===== src/rtl/mem_access.sv =====
// Memory-access stage: issues one data-bus request per load/store, aligns and extends load data.
// Latency: 2 cycles with same-cycle data_ok, N+2 with N wait cycles; non-memory ops pass through combinationally.
// Backpressure: Dwait holds MEM/WB (and freezes EX/MEM) from the first request cycle through the data_ok cycle.
module mem_access (
    input  logic        clk,
    input  logic        reset,
    input  logic        ex_valid,
    input  logic        ex_mem_read,
    input  logic        ex_mem_write,
    input  logic [1:0]  ex_msize,
    input  logic        ex_mem_unsigned,
    input  logic [63:0] ex_addr,
    input  logic [63:0] ex_wdata,
    input  logic [63:0] ex_result,
    output logic        dreq_valid,
    output logic [63:0] dreq_addr,
    output logic [2:0]  dreq_size,
    output logic [7:0]  dreq_strobe,
    output logic [63:0] dreq_data,
    input  logic        dresp_data_ok,
    input  logic [63:0] dresp_data,
    output logic        Dwait,
    output logic [63:0] mem_result,
    output logic        misaligned
);

    typedef enum logic [1:0] {IDLE, BUSY, DONE} state_t;

    state_t      state;
    logic [63:0] rdata_q;

    logic        is_mem;
    logic        is_load;
    logic        is_store;
    logic        aligned;
    logic        req_new;
    logic        req_active;
    logic [5:0]  lane_sh;
    logic [7:0]  strobe_base;
    logic [63:0] load_sh;
    logic [63:0] load_val;

    // Read+write together is illegal and falls back to a load.
    assign is_mem   = ex_valid & (ex_mem_read | ex_mem_write);
    assign is_load  = ex_mem_read;
    assign is_store = ex_mem_write & ~ex_mem_read;
    assign lane_sh  = {ex_addr[2:0], 3'b000};

    always_comb begin
        aligned = 1'b1;
        case (ex_msize)
            2'd0:    aligned = 1'b1;
            2'd1:    aligned = (ex_addr[0] == 1'b0);
            2'd2:    aligned = (ex_addr[1:0] == 2'b00);
            default: aligned = (ex_addr[2:0] == 3'b000);
        endcase
    end

    assign misaligned = is_mem & ~aligned;
    assign req_new    = (state == IDLE) & is_mem & aligned;
    // Gated by reset so an in-flight request drops the moment reset asserts.
    assign req_active = reset & (req_new | (state == BUSY));
    assign dreq_valid = req_active;
    assign Dwait      = req_active;

    assign dreq_addr = ex_addr;
    assign dreq_size = {1'b0, ex_msize};
    assign dreq_data = ex_wdata << lane_sh;

    always_comb begin
        strobe_base = 8'h00;
        case (ex_msize)
            2'd0:    strobe_base = 8'h01;
            2'd1:    strobe_base = 8'h03;
            2'd2:    strobe_base = 8'h0F;
            default: strobe_base = 8'hFF;
        endcase
    end

    assign dreq_strobe = (is_mem & is_store) ? (strobe_base << ex_addr[2:0]) : 8'h00;

    assign load_sh = rdata_q >> lane_sh;

    always_comb begin
        load_val = load_sh;
        case (ex_msize)
            2'd0: load_val = ex_mem_unsigned ? {56'd0, load_sh[7:0]}
                                             : {{56{load_sh[7]}}, load_sh[7:0]};
            2'd1: load_val = ex_mem_unsigned ? {48'd0, load_sh[15:0]}
                                             : {{48{load_sh[15]}}, load_sh[15:0]};
            2'd2: load_val = ex_mem_unsigned ? {32'd0, load_sh[31:0]}
                                             : {{32{load_sh[31]}}, load_sh[31:0]};
            default: load_val = load_sh;
        endcase
    end

    always_comb begin
        mem_result = ex_result;
        if (misaligned)
            mem_result = 64'd0;
        else if (is_mem & is_load)
            mem_result = load_val;
    end

    // DONE always returns to IDLE so a frozen EX/MEM slot never issues twice.
    always_ff @(posedge clk or negedge reset) begin
        if (!reset) begin
            state   <= IDLE;
            rdata_q <= 64'd0;
        end else begin
            case (state)
                IDLE: begin
                    if (req_new) begin
                        if (dresp_data_ok) begin
                            rdata_q <= dresp_data;
                            state   <= DONE;
                        end else begin
                            state <= BUSY;
                        end
                    end
                end
                BUSY: begin
                    if (dresp_data_ok) begin
                        rdata_q <= dresp_data;
                        state   <= DONE;
                    end
                end
                DONE:    state <= IDLE;
                default: state <= IDLE;
            endcase
        end
    end

endmodule


===== config.mk =====
export PLATFORM = sky130hd
export DESIGN_NAME = mem_access
export DESIGN_NICKNAME = d
export VERILOG_FILES = /design/src/rtl/mem_access.sv
export SDC_FILE = /design/constraint.sdc
export NUM_CORES = 1
export LEC_CHECK = 0
export CAP_MARGIN = 20
export CORE_AREA = 2 2 181 183
export CTS_BUF_LIST = sky130_fd_sc_hd__clkbuf_4 sky130_fd_sc_hd__clkbuf_8 sky130_fd_sc_hd__clkbuf_16
export DETAILED_ROUTE_END_ITERATION = 8
export DIE_AREA = 0 0 183 185
export PLACE_DENSITY = 0.59
export SLEW_MARGIN = 30
export SYNTH_ARGS = -nofsm -noshare
export SYNTH_HDL_FRONTEND = slang
export SYNTH_SLANG_ARGS = --single-unit

===== constraint.sdc =====
create_clock -name clk -period 2.05 [get_ports clk]
set_input_delay 0.205 -clock clk [delete_from_list [all_inputs] [get_ports clk]]
set_output_delay 0.205 -clock clk [all_outputs]
set_load 0.01 [all_outputs]

==> results of run 1 <==
## layer usage
| layer | vias up | global-route usage | part of all wire |
|---|---|---|---|
| li1 | 4117 | - | - |
| met1 | 4307 | 0.253 | 0.37 |
| met2 | 368 | 0.430 | 0.52 |
| met3 | 104 | 0.0381 | 0.060 |
| met4 | 0 | 0.117 | 0.048 |
| met5 | - | 0 | 0 |
## area by class of cell
| class | instances | area [um^2] |
|---|---|---|
| Fill cell | 3159 | 18200 |
| Multi-Input combinational cell | 685 | 5740 |
| Timing Repair Buffer | 580 | 5570 |
| Sequential cell | 66 | 1650 |
| Tap cell | 408 | 510 |
| Clock buffer | 13 | 280 |
| Clock inverter | 3 | 45.0 |
| Inverter | 5 | 23.8 |
| Antenna cell | 3 | 7.51 |
## cells by family (layout without fill, tap and decap cells)
logic type / Yosys count / in the layout / share of synthesized area
multiplexers: 199 / 199 / 0.306
other: 1 / 4 / 0.000487
flip-flops: 66 / 66 / 0.215
AND/OR/NAND/NOR: 218 / 218 / 0.129
buffers and inverters: 166 / 601 / 0.130
AO/OA/AOI/OAI: 267 / 267 / 0.220
## cells in the final DEF, fill, tap and decap left out, types with 7 or more instances in the layout
cell / n
a21oi_1: 39
dlymetal6s2s_1: 16
a21oi_2: 20
nor2_1: 79
and2_1: 18
nor3_2: 9
and3_1: 7
buf_12: 22
dlygate4sd2_1: 33
clkbuf_16: 10
o211ai_1: 15
o22ai_1: 18
buf_4: 169
buf_6: 32
o21a_1: 11
nand3_1: 9
nand2_1: 48
nor3_1: 18
a211oi_1: 15
mux2i_2: 10
a2111oi_4: 10
mux2_4: 58
a2bb2oi_1: 7
clkdlybuf4s50_1: 221
nor2b_1: 10
o21ai_0: 97
buf_2: 56
dfrtp_1: 66
mux2i_1: 67
mux2_2: 55
a211oi_2: 8
## repair_timing
action                                  4_1_cts  5_1_grt
gates cloned                                 10        1
hold endpoints to repair                     66        0
pin swaps                                    35       22
hold buffers                                  1        0
setup buffers                                30       13
endpoints found under the setup margin      203      111
resized for setup                           472       72
## synth_stat cells, types with 8 or more instances
| library cell | count |
|---|---|
| o21ai_0 | 102 |
| mux2i_1 | 83 |
| nor2_1 | 82 |
| buf_4 | 79 |
| dfrtp_1 | 66 |
| mux2_2 | 64 |
| a21oi_1 | 62 |
| nand2_1 | 50 |
| mux2_4 | 49 |
| clkbuf_1 | 44 |
| nor3_1 | 28 |
| a211oi_1 | 24 |
| buf_2 | 24 |
| o22ai_1 | 20 |
| and2_1 | 19 |
| o211ai_1 | 15 |
| nor2b_1 | 11 |
| o21a_1 | 11 |
| nand3_1 | 10 |
| a2bb2oi_1 | 8 |
## worst paths after layout
check                                  to  slack (ps)  cells after the start
max in group asynchronous     rdata_q[62]        1230                      3
setup / recovery           mem_result[59]        -560                     10
hold / removal              dreq_addr[17]         410                      0
setup reg to reg              rdata_q[24]         450                      5
min in group asynchronous     rdata_q[52]         480                      3
hold reg to reg                rdata_q[5]         520                      1
## registers in the layout, indices dropped and copies added, names as in the netlist
signal / flops
rdata_q: 64
state: 2
## report_power, final
group | leakage (nW) | internal, mW | switching [mW]
Combinational | 5.34 | 2.90 | 2.10
Sequential | 0.785 | 1.72 | 0.373
Clock | 0.154 | 1.08 | 0.621
Total | 6.28 | 5.70 | 3.09
## worst max-delay path: stages (launching register included)
cell,delay [ps]
dfrtp_1,360
buf_4,160
nand2b_4,70
a211oi_2,320
o2bb2ai_4,180
a2111oi_4,90
buf_6,160
buf_6,130
buf_12,140
a2111oi_4,260
buf_2,190
## metrics by stage
stage                      util  instance area (um^2)  cells  setup WS, ps
after floorplan               -                  7700    917         -64.1
after global placement    0.380                 12200   1694         -1070
after detailed placement  0.380                 12200   1694         -1030
after CTS                 0.422                 13500   1748          -519
after global routing      0.432                 13800   1763          -622
final                     0.432                 13800   1763          -559
==> metrics.log, run 1 <==
INFO  metric status = finished, violations left
INFO  metric violated_checks = setup timing
INFO  metric synth_flop_cell = dfrtp_1
INFO  metric grt_first_pass_wirelength = between 50 and 60 mm
INFO  metric design.final.nets = 1612
INFO  metric setup_tns = -25240 ps
INFO  metric cts_root_buffer = clkbuf_16
INFO  metric avgSynthCellArea = 8.39 um^2
INFO  metric power_density = 636 mW/mm^2
INFO  metric worstSetupEndpointType = primary output
INFO  metric type_of_origin_of_the_critical_path = register
INFO  metric seq_total_area_yosys = 0.215
INFO  metric yosys_register_bits = 66
INFO  metric detailroute.via_count = 8896
INFO  metric clock_tree.buffer_depth = 2
INFO  metric cts_tree = built
INFO  metric dp.final_hpwl = 30.4 mm
INFO  metric die_area = 0.0339 mm^2
INFO  metric placement_rows = between 60 and 70
INFO  metric min_from = ex_addr[17]
INFO  metric area_of_the_mapped_netlist = 0.00770 mm^2
INFO  metric drc = 0
INFO  metric async_flop_share = 1.00
INFO  metric worst_hold_slack = 410 ps
INFO  metric slew_headroom = 0.586
INFO  metric antenna_found_initial = 4
INFO  metric cts_sinks = 66
INFO  metric slew_violations = 0
INFO  metric worstMarginPinSlew = around 620 ps
INFO  metric hold_viol_final = 0
INFO  metric irDropWorstVdd = 427 uV
INFO  metric post-synth-top-area-fraction = 0.215
INFO  metric first_pass_iters = 5
INFO  metric period_needed = 2610 ps
INFO  metric postRouteAntennaNets = 0
INFO  metric drt-initial-drc-count = 545
INFO  metric number_of_synthesized_flops_with_an_enable_pin = 0
INFO  metric grt_pass1_vias = 9231
INFO  metric gp_congestion = 0.913
INFO  metric synth_warnings = 0
INFO  metric clk_transition_reported_paths = 60 ps
INFO  metric synth_nets = 1182
INFO  metric synth_largest_area_cell = dfrtp_1
INFO  metric leakage = 6.28 nW
INFO  metric grt_remaining_overflow = 0
INFO  metric hold_wc_path_type = in2out
INFO  metric ios = 471
INFO  metric cp.arrival = 2400 ps
INFO  metric timing.final.ws_setup = -559 ps
INFO  metric grtUsageTotal = 0.231
INFO  metric htree_levels = 3
INFO  metric timing.fmax = ~380 MHz
INFO  metric detailed_route_wire_length_per_cell = 23.2 um
INFO  metric crit_type = reg2out
INFO  metric cp.required = roughly 1900 ps
INFO  metric finalSetupViolations = 80
INFO  metric cell_types_occupying_the_most_area_after_synthesis = dfrtp_1 (21%), mux2i_1 (11%), mux2_4 (9.6%)
INFO  metric insertion_delay = approximately 340 ps
INFO  metric netlist-cell-type-count = 47
INFO  metric fin_skew = around 4 ps
INFO  metric unrepaired_setup_endpoints_after_global_routing = yes
INFO  metric die_width = around 180 um
INFO  metric start_util = 0.240
INFO  metric post_synth_inst_count = between 900 and 1000
INFO  metric grt_max_degree = 67
INFO  metric drt-vias-per-instance = 5.05
INFO  metric cts_made_buffers = 9
INFO  metric path_max_fanout = 6
INFO  metric fp.dieH = 185 um
INFO  metric io_buffers = roughly 350
INFO  metric core-area = 0.0320 mm^2
INFO  metric report.power.total = 8.79 mW
INFO  metric final_layout_size_suffix_gt1_frac = 0.395
INFO  metric area_growth_syn_to_layout = 79.7%
INFO  metric drv.max_cap_violation_count = 0
INFO  metric critical_path.startpoint = rdata_q[63]
INFO  metric final_min_period_over_clock_period = 1.27
INFO  metric crit-reg2reg-launch = state[0]
INFO  metric totalWireLength = 40.8 mm
No activity file was read; power rests on OpenSTA's default activity.
==> inputs of run 2 (changes only) <==
Settings changed: REMOVE_ABC_BUFFERS set to 1.
==> metrics.log, run 2 (synthesis results as in run 1) <==
INFO  metric postRouteAntennaNets = 0 (unchanged)
INFO  metric type_of_origin_of_the_critical_path = register
INFO  metric grtUsageTotal = 0.234 (+0.00238)
INFO  metric final_layout_size_suffix_gt1_frac = 0.368 (-0.0270)
INFO  metric placement_rows = 66 (unchanged)
INFO  metric die_width = 183 um (unchanged)
INFO  metric detailed_route_wire_length_per_cell = 24.2 um (+4.6%)
INFO  metric drc = 0 (unchanged)
INFO  metric io_buffers = 347 (unchanged)
INFO  metric timing.final.ws_setup = -448 ps (+111 ps)
INFO  metric placedInstanceArea = 0.0119 mm^2 (-2.0%)
INFO  metric path_max_fanout = 5 (-1)
INFO  metric antenna_found_initial = 4 (unchanged)
INFO  metric detailroute.via_count = 8906 (+0.11%)
INFO  metric design.final.nets = 1570 (-2.6%)
INFO  metric setup_tns = -18540 ps (+6700 ps)
INFO  metric ios = 471 (unchanged)
INFO  metric status = finished, violations left
INFO  metric grt_first_pass_wirelength = 58.4 mm (+0.64%)
INFO  metric slew_violations = 0 (unchanged)
INFO  metric die_area = 0.0339 mm^2 (unchanged)
INFO  metric finalSetupViolations = 56 (-30%)
INFO  metric grt_util_met3 = 0.107 (+0.0690)
INFO  metric irDropWorstVdd = 457 uV (+7.1%)
INFO  metric hold_wc_path_type = in2async
INFO  metric fin_skew = 3.92 ps (-0.00691 ps)
INFO  metric cts_made_buffers = 9 (unchanged)
INFO  metric grt_remaining_overflow = 0 (unchanged)
INFO  metric first_pass_iters = 5 (unchanged)
INFO  metric leakage = 6.04 nW (-3.7%)
INFO  metric core-area = 0.0320 mm^2 (unchanged)
INFO  metric htree_levels = 3 (unchanged)
INFO  metric drt-initial-drc-count = 488 (-10%)
INFO  metric unrepaired_setup_endpoints_after_global_routing = yes
INFO  metric cts_tree = built
INFO  metric globalRouteMet2Util = 0.367 (-0.0629)
INFO  metric hold_viol_final = 4 (+4)
INFO  metric slew_headroom = 0.565 (-0.0209)
INFO  metric cp.arrival = 2290 ps (-110 ps)
INFO  metric grt.busiest_layer = met2
INFO  metric power_density = 621 mW/mm^2 (-2.3%)
INFO  metric layout.cell_area.non_filler = 0.0134 mm^2 (-2.8%)
INFO  metric crit_type = reg2out
INFO  metric largestRegisters = rdata_q x64, state x2
INFO  metric worst_hold_slack = -1.53 ps (-412 ps)
INFO  metric report.power.total = 8.35 mW (-5.1%)
INFO  metric clock_tree.buffer_depth = 2 (unchanged)
INFO  metric preCtsSetupSlack = -1030 ps (-4.76 ps)
INFO  metric critical_path.startpoint = rdata_q[31]
INFO  metric grt_pass1_vias = 9091 (-1.5%)
INFO  metric area_growth_syn_to_layout = 74.6%
INFO  metric timing.fmax = 400 MHz (+4.4%)
INFO  metric violated_checks = hold timing, setup timing
INFO  metric worstSetupEndpointType = primary output
INFO  metric gp_congestion = 0.824 (-9.7%)
INFO  metric final_min_period_over_clock_period = 1.22 (-0.0542)
INFO  metric most-common-layout-cells = clkdlybuf4s50_1 (228), buf_4 (128), o21ai_0 (100)
INFO  metric worstMarginPinSlew = 652 ps (+31.4 ps)
INFO  metric crit-reg2reg-launch = state[0]
INFO  metric totalWireLength = 41.7 mm (+2.0%)
INFO  metric dp.final_hpwl = 29.8 mm (-2.0%)
INFO  metric insertion_delay = 340 ps (about the same)
INFO  metric grt_max_degree = 67 (unchanged)
INFO  metric global_route.usage.met1 = 0.269 (+0.0158)
INFO  metric start_util = 0.240 (unchanged)
INFO  metric drt-vias-per-instance = 5.18 (+2.6%)
INFO  metric largest_register = rdata_q
INFO  metric largest_reg_flops = 64 (unchanged)
INFO  metric cts_root_buffer = clkbuf_16
INFO  metric drv.max_cap_violation_count = 0 (unchanged)
INFO  metric fp.dieH = 185 um (unchanged)
INFO  metric mostFrequentLayoutCell = clkdlybuf4s50_1
INFO  metric period_needed = 2500 ps (-111 ps)
INFO  metric cp.required = 1850 ps (about the same)
INFO  metric cts_sinks = 66 (unchanged)
INFO  metric clk_transition_reported_paths = 60 ps (about the same)
[run 2: changes by cell type in the layout (fill, tap and decap cells not counted), sizes merged]
cell and change:
dlygate4sd2 -2, clkbuf -5, diode -1, clkdlybuf4s15 -8, inv +2, buf -37, bufinv +2, clkdlybuf4s50 +7
bufbuf +1, clkinvlp -1, dlygate4sd3 -1
[run 2: area by class of cell]
type,count,area [um^2]
Timing Repair Buffer,538,5280
Inverter,5,18.8
Antenna cell,2,5.00
Multi-Input combinational cell,685,5630
Tap cell,408,510
Clock inverter,6,115
Fill cell,3184,18600
Clock buffer,10,233
Sequential cell,66,1650
[run 2: power by group]
group          switching, mW  internal (mW)  leakage (nW)
combinational           1.85           2.56          5.09
sequential             0.337           1.72         0.785
clock                  0.667           1.21         0.166
total                   2.85           5.49          6.04
[run 2: metrics by stage]
stage | utilization | hold WS, ps | cells
after global routing | 0.419 | 38.6 | 1719
after detailed placement | 0.372 | 410 | 1651
after CTS | 0.407 | 135 | 1704
after global placement | 0.372 | 410 | 1651
after floorplan | - | -90.6 | 756
final | 0.419 | -1.53 | 1720
[run 2: per-layer routing]
metal / wire length (um) / vias to the layer above
li1: - / 4027
met1: 16700 / 4233
met2: 18500 / 546
met3: 4640 / 90
met4: 1630 / 10
met5: 233 / -
[run 2: worst max-delay path, stage by stage (launching register included)]
cell,delay (ps)
dfrtp_1,370
buf_4,140
mux2i_4,200
a22oi_2,120
and4_4,180
a2111oi_4,310
buf_4,220
buf_8,140
buf_6,100
nor3_2,30
buf_2,140
[run 2: final timing paths]
kind	to	slack (ps)	cells after the start
setup / recovery	mem_result[45]	-450	10
hold / removal	rdata_q[37]	-2	2
setup reg to reg	rdata_q[49]	560	4
hold reg to reg	rdata_q[1]	510	1
max in group asynchronous	rdata_q[34]	1580	2
min in group clk	dreq_addr[42]	410	0
[run 2: repair_timing]
item | CTS | global route
gates cloned | 9 | 2
pin swaps | 26 | 24
resized for setup | 441 | 76
setup buffers | 31 | 18
hold buffers | 0 | 0
hold endpoints to repair | 0 | 0
setup endpoints to repair | 203 | 118
==> inputs of run 3 (changes only) <==
Settings changed: REMOVE_ABC_BUFFERS 1 to not set.
==> results of run 3 <==
No change in the layout: final DEF, timing and power equal those of run 1.
==> patch 1: new RTL, settings of run 3 <==
Make the reset (`reset`) synchronous in one clocked block.
--- a/src/rtl/mem_access.sv
+++ b/src/rtl/mem_access.sv
@@ -103,7 +103,7 @@
     end
 
     // DONE always returns to IDLE so a frozen EX/MEM slot never issues twice.
-    always_ff @(posedge clk or negedge reset) begin
+    always_ff @(posedge clk) begin
         if (!reset) begin
             state   <= IDLE;
             rdata_q <= 64'd0;
Behaviour: differs if reset is asserted again (counterexample within 4 cycles, from zero or initial values and one cycle with reset low); with reset held inactive, the same outputs for 4 cycles.
==> patch 1 against run 3 <==
The run still ends with negative setup slack left; area after synthesis down 5.9%; critical endpoint is now mem_result[49]; combinational power down 46%; setup slack better by 130 ps; routed wire length down 0.70%; clock power down 6%; final area down 2.7%; critical path depth unchanged; total power down 35%; critical path type unchanged; sequential cell count unchanged.
==> patch 1: results (changes against run 3) <==
outcome: finished with violations (unchanged)
failing checks: negative setup slack (unchanged)
placed insts: 1,874 (was 1,694)
delay-heaviest family, CP: buffers and inverters (was compound AO/OA/AOI/OAI gates)
met3 wire length: 2.445 mm (was 2.436 mm)
Placement Setup Slack: -779.6 ps (was -1030 ps)
DRT met1 WL: 15.21 mm (was 15.31 mm)
Synth cell types: 47 (unchanged)
crit path max-delay cell type: dfxtp_2 (was dfrtp_1)
first-pass GRT wire length: 56.63 mm (was 58.06 mm)
GRT met2 Usage: 0.4212 (was 0.4302)
Net Count, Synth: 1,318 (was 1,182)
Setup Viol. Count Final: 75 (was 80)
Leak Pwr: 5.801 nW (was 6.277 nW)
hold_sp: ex_addr[13] (was ex_addr[17])
GRT Util Overall: 0.2231 (was 0.2311)
post-CTS setup buffer count: 15 (was 30)
GR Layer Usage met1: 0.2460 (was 0.2530)
data arrival time of the critical path: 2270 ps (was 2400 ps)
reg2reg start: state[1] (was state[0])
CP max stage delay: 330 ps (was 360 ps)
ys async rst share: 0 (was 1.000)
sequential share of the synthesized area: 0.1825 (was 0.2146)
Final TNS setup: -17,520 ps (was -25,240 ps)
clk_skew: 7.397 ps (was 3.929 ps)
Post-synth top cells: nand2_1 (188), nor2_1 (132), o21ai_0 (89) (was o21ai_0 (102), mux2i_1 (83), nor2_1 (82))
# resized after CTS: 356 (was 472)
Top Metal Used: met5 (was met4)
top_reg_cell synth: dfxtp_1 (was dfrtp_1)
share of layout cells above drive strength 1: 0.3340 (was 0.3950)
most area-consuming cells after synthesis: dfxtp_1 (18%), mux2i_1 (11%), nand2_1 (9.7%) (was dfrtp_1 (21%), mux2i_1 (11%), mux2_4 (9.6%))
routability cong.: 0.9480 (was 0.9131)
RR Endpoint: rdata_q[39] (was rdata_q[24])
mean area per synthesized cell: 6.876 µm² (was 8.394 µm²)
FF-to-FF path depth: 5 (unchanged)
drt initial violations: 475 (was 545)
met2 WL: 21.01 mm (was 21.14 mm)
largest net degree at the start of global routing: 66 (was 67)
Setup crit end: mem_result[49] (was mem_result[59])
vias in the first global route: 9,552 (was 9,231)
nets@finish: 1,776 (was 1,612)
maximum VDD drop: 0.3518 mV (was 0.4273 mV)
Slew headroom: 0.6051 (was 0.5862)
crit path from: rdata_q[39] (was rdata_q[63])
met3 GRT Util: 0.03343 (was 0.03814)
R2R Setup Slk: 530 ps (was 450 ps)
final worst-path setup slack: -426.3 ps (was -559.5 ps)
routed via count: 9,512 (was 8,896)
hpwl dp: 31.71 mm (was 30.38 mm)
Max Freq: 0.4038 GHz (was 0.3832 GHz)
drt first pass iters: 6 (was 5)
Worst Hold Endpoint: dreq_addr[13] (was dreq_addr[17])
biggest registers after layout: rdata_q (64), state (2) (unchanged)
-- patch 1: cell count changes after synthesis, moves of 37 or more --
cell and delta:
nand2_1 +138, nor2_1 +50, mux2_4 -49, a21boi_0 +51, dfxtp_1 +66, mux2_2 -37
dfrtp_1 -66
-- patch 1: layout make-up --
class                      instances  area [µm²]
tap                              408       510.5
antenna                            3       7.507
inverter                           6       22.52
multi-input combinational        817        5590
fill                            3306       18580
timing repair buffer             611        5688
clock buffer                      13       274.0
sequential                        66        1335
clock inverter                     2       35.03
-- patch 1: power by group --
group | switching (mW) | total [mW] | internal (mW) | leakage, nW
Clock | 0.550 | 1.60 | 1.04 | 0.155
Sequential | 0.0431 | 1.38 | 1.33 | 0.540
Combinational | 1.27 | 2.71 | 1.45 | 5.11
-- patch 1: cell families after synthesis --
family                 Yosys count  synth area share
AO/OA/AOI/OAI                  325            0.2945
buffers and inverters          170            0.1294
flip-flops                      66            0.1825
multiplexers                   112            0.1718
other                            1         0.0005179
AND/OR/NAND/NOR                379            0.2214
==> patch 2: new RTL, config.mk and constraints of run 3 <==
Without the edit above. The 3 states of `state_t` get a one-hot encoding in 3 bits.
--- a/src/rtl/mem_access.sv
+++ b/src/rtl/mem_access.sv
@@ -24,7 +24,7 @@
     output logic        misaligned
 );
 
-    typedef enum logic [1:0] {IDLE, BUSY, DONE} state_t;
+    typedef enum logic [2:0] {IDLE = 3'b001, BUSY = 3'b010, DONE = 3'b100} state_t;
 
     state_t      state;
     logic [63:0] rdata_q;
Behaviour: same outputs for any inputs over 4 cycles, from zero or initial values and one cycle with reset low; so few cycles prove little.
==> patch 2 against run 3 <==
The run still ends with negative setup slack left; setup slack better by 98 ps; critical path depth is 1 lower; total power is 2.5% lower; maximum frequency is 3.9% higher; final area is 3.8% lower; area after synthesis is 2.4% lower; sequential cell count is 1 higher; non-clock buffer count is 16 lower; routed wire length is 5.3% lower; critical path type unchanged; critical endpoint is now mem_result[24].
==> patch 2: results (changes against run 3) <==
GRT Util Overall: 0.2197 (was 0.2311)
Fillers: 3,235 (was 3,159)
drt initial violations: 364 (was 545)
post-CTS setup buffer count: 25 (was 30)
Net Count, Synth: 1,162 (was 1,182)
crit path from: rdata_q[39] (was rdata_q[63])
CP max stage delay: 390 ps (was 360 ps)
biggest registers after layout: rdata_q (64), state (3) (was rdata_q (64), state (2))
failing checks: negative setup slack (unchanged)
nets@finish: 1,589 (was 1,612)
clk_skew: 8.700 ps (was 3.929 ps)
Hold WS: 5.618 ps (was 410.0 ps)
outcome: finished with violations (unchanged)
Post-synth top cells: mux2_2 (113), nor2_1 (107), mux2i_1 (92) (was o21ai_0 (102), mux2i_1 (83), nor2_1 (82))
GR Layer Usage met1: 0.2166 (was 0.2530)
sequential share of the synthesized area: 0.2234 (was 0.2146)
final worst-path setup slack: -461.9 ps (was -559.5 ps)
Hold/Removal Path Class: primary input to async pin (was primary input to primary output)
Setup Viol. Count Final: 57 (was 80)
most area-consuming cells after synthesis: dfrtp_1 (22%), mux2_2 (17%), mux2i_1 (12%) (was dfrtp_1 (21%), mux2i_1 (11%), mux2_4 (9.6%))
crit path max fanout: 10 (was 6)
met3 GRT Util: 0.04915 (was 0.03814)
Synth cell types: 48 (was 47)
DRT met1 WL: 13.51 mm (was 15.31 mm)
mux contribution to synthesized area: 0.3130 (was 0.3059)
patch 2: changes by cell type after synthesis, sizes merged, moves of 10 or more:
cell	change
a21oi	+10
o2bb2ai	+31
o211ai	-15
nor3	-15
clkbuf	-11
and2	-17
nor2	+25
a211oi	-12
o21ai	-31
nand2b	+14
patch 2: logic make-up (layout without fill, tap and decap cells):
kind of cell | after synthesis | in the layout
flops | 67 | 67
other cells | 1 | 2
mux | 212 | 212
simple gates | 225 | 225
buf+inv | 154 | 586
compound gates | 238 | 238
patch 2: cell type report:
cell class,instances,area [µm²],share of cell area
Timing Repair Buffer,564,5150,0.3871
Inverter,6,22.52,0.001693
Tap cell,408,510.5,0.03837
Clock buffer,11,252.7,0.01900
Multi-Input combinational cell,676,5628,0.4230
Sequential cell,67,1679,0.1262
Clock inverter,5,60.06,0.004514
Antenna cell,1,2.502,0.0001881
patch 2: stage by stage:
stage / std cells / instance area (µm²) / utilization
4_1_cts: 1724 / 12950 / 0.4041
5_1_grt: 1737 / 13300 / 0.4152
6_report: 1738 / 13310 / 0.4153
3_5_place_dp: 1684 / 12070 / 0.3768
2_1_floorplan: 897 / 7512 / -
3_3_place_gp: 1684 / 12070 / 0.3768
patch 2: worst max-delay path by stage:
stage / to / slack [ps] / cells after the start
floorplan: mem_result[1] / 40 / 6
finish: mem_result[24] / -460 / 9
detailed placement: mem_result[40] / -620 / 8
global placement: mem_result[16] / -590 / 10
CTS: mem_result[24] / -450 / 9
global route: mem_result[60] / -550 / 9
patch 2: power breakdown:
group	internal [mW]	switching, mW	leakage [nW]
sequential	1.76	0.377	0.794
clock	1.01	0.644	0.152
combinational	2.71	2.07	4.98
total	5.48	3.09	5.93
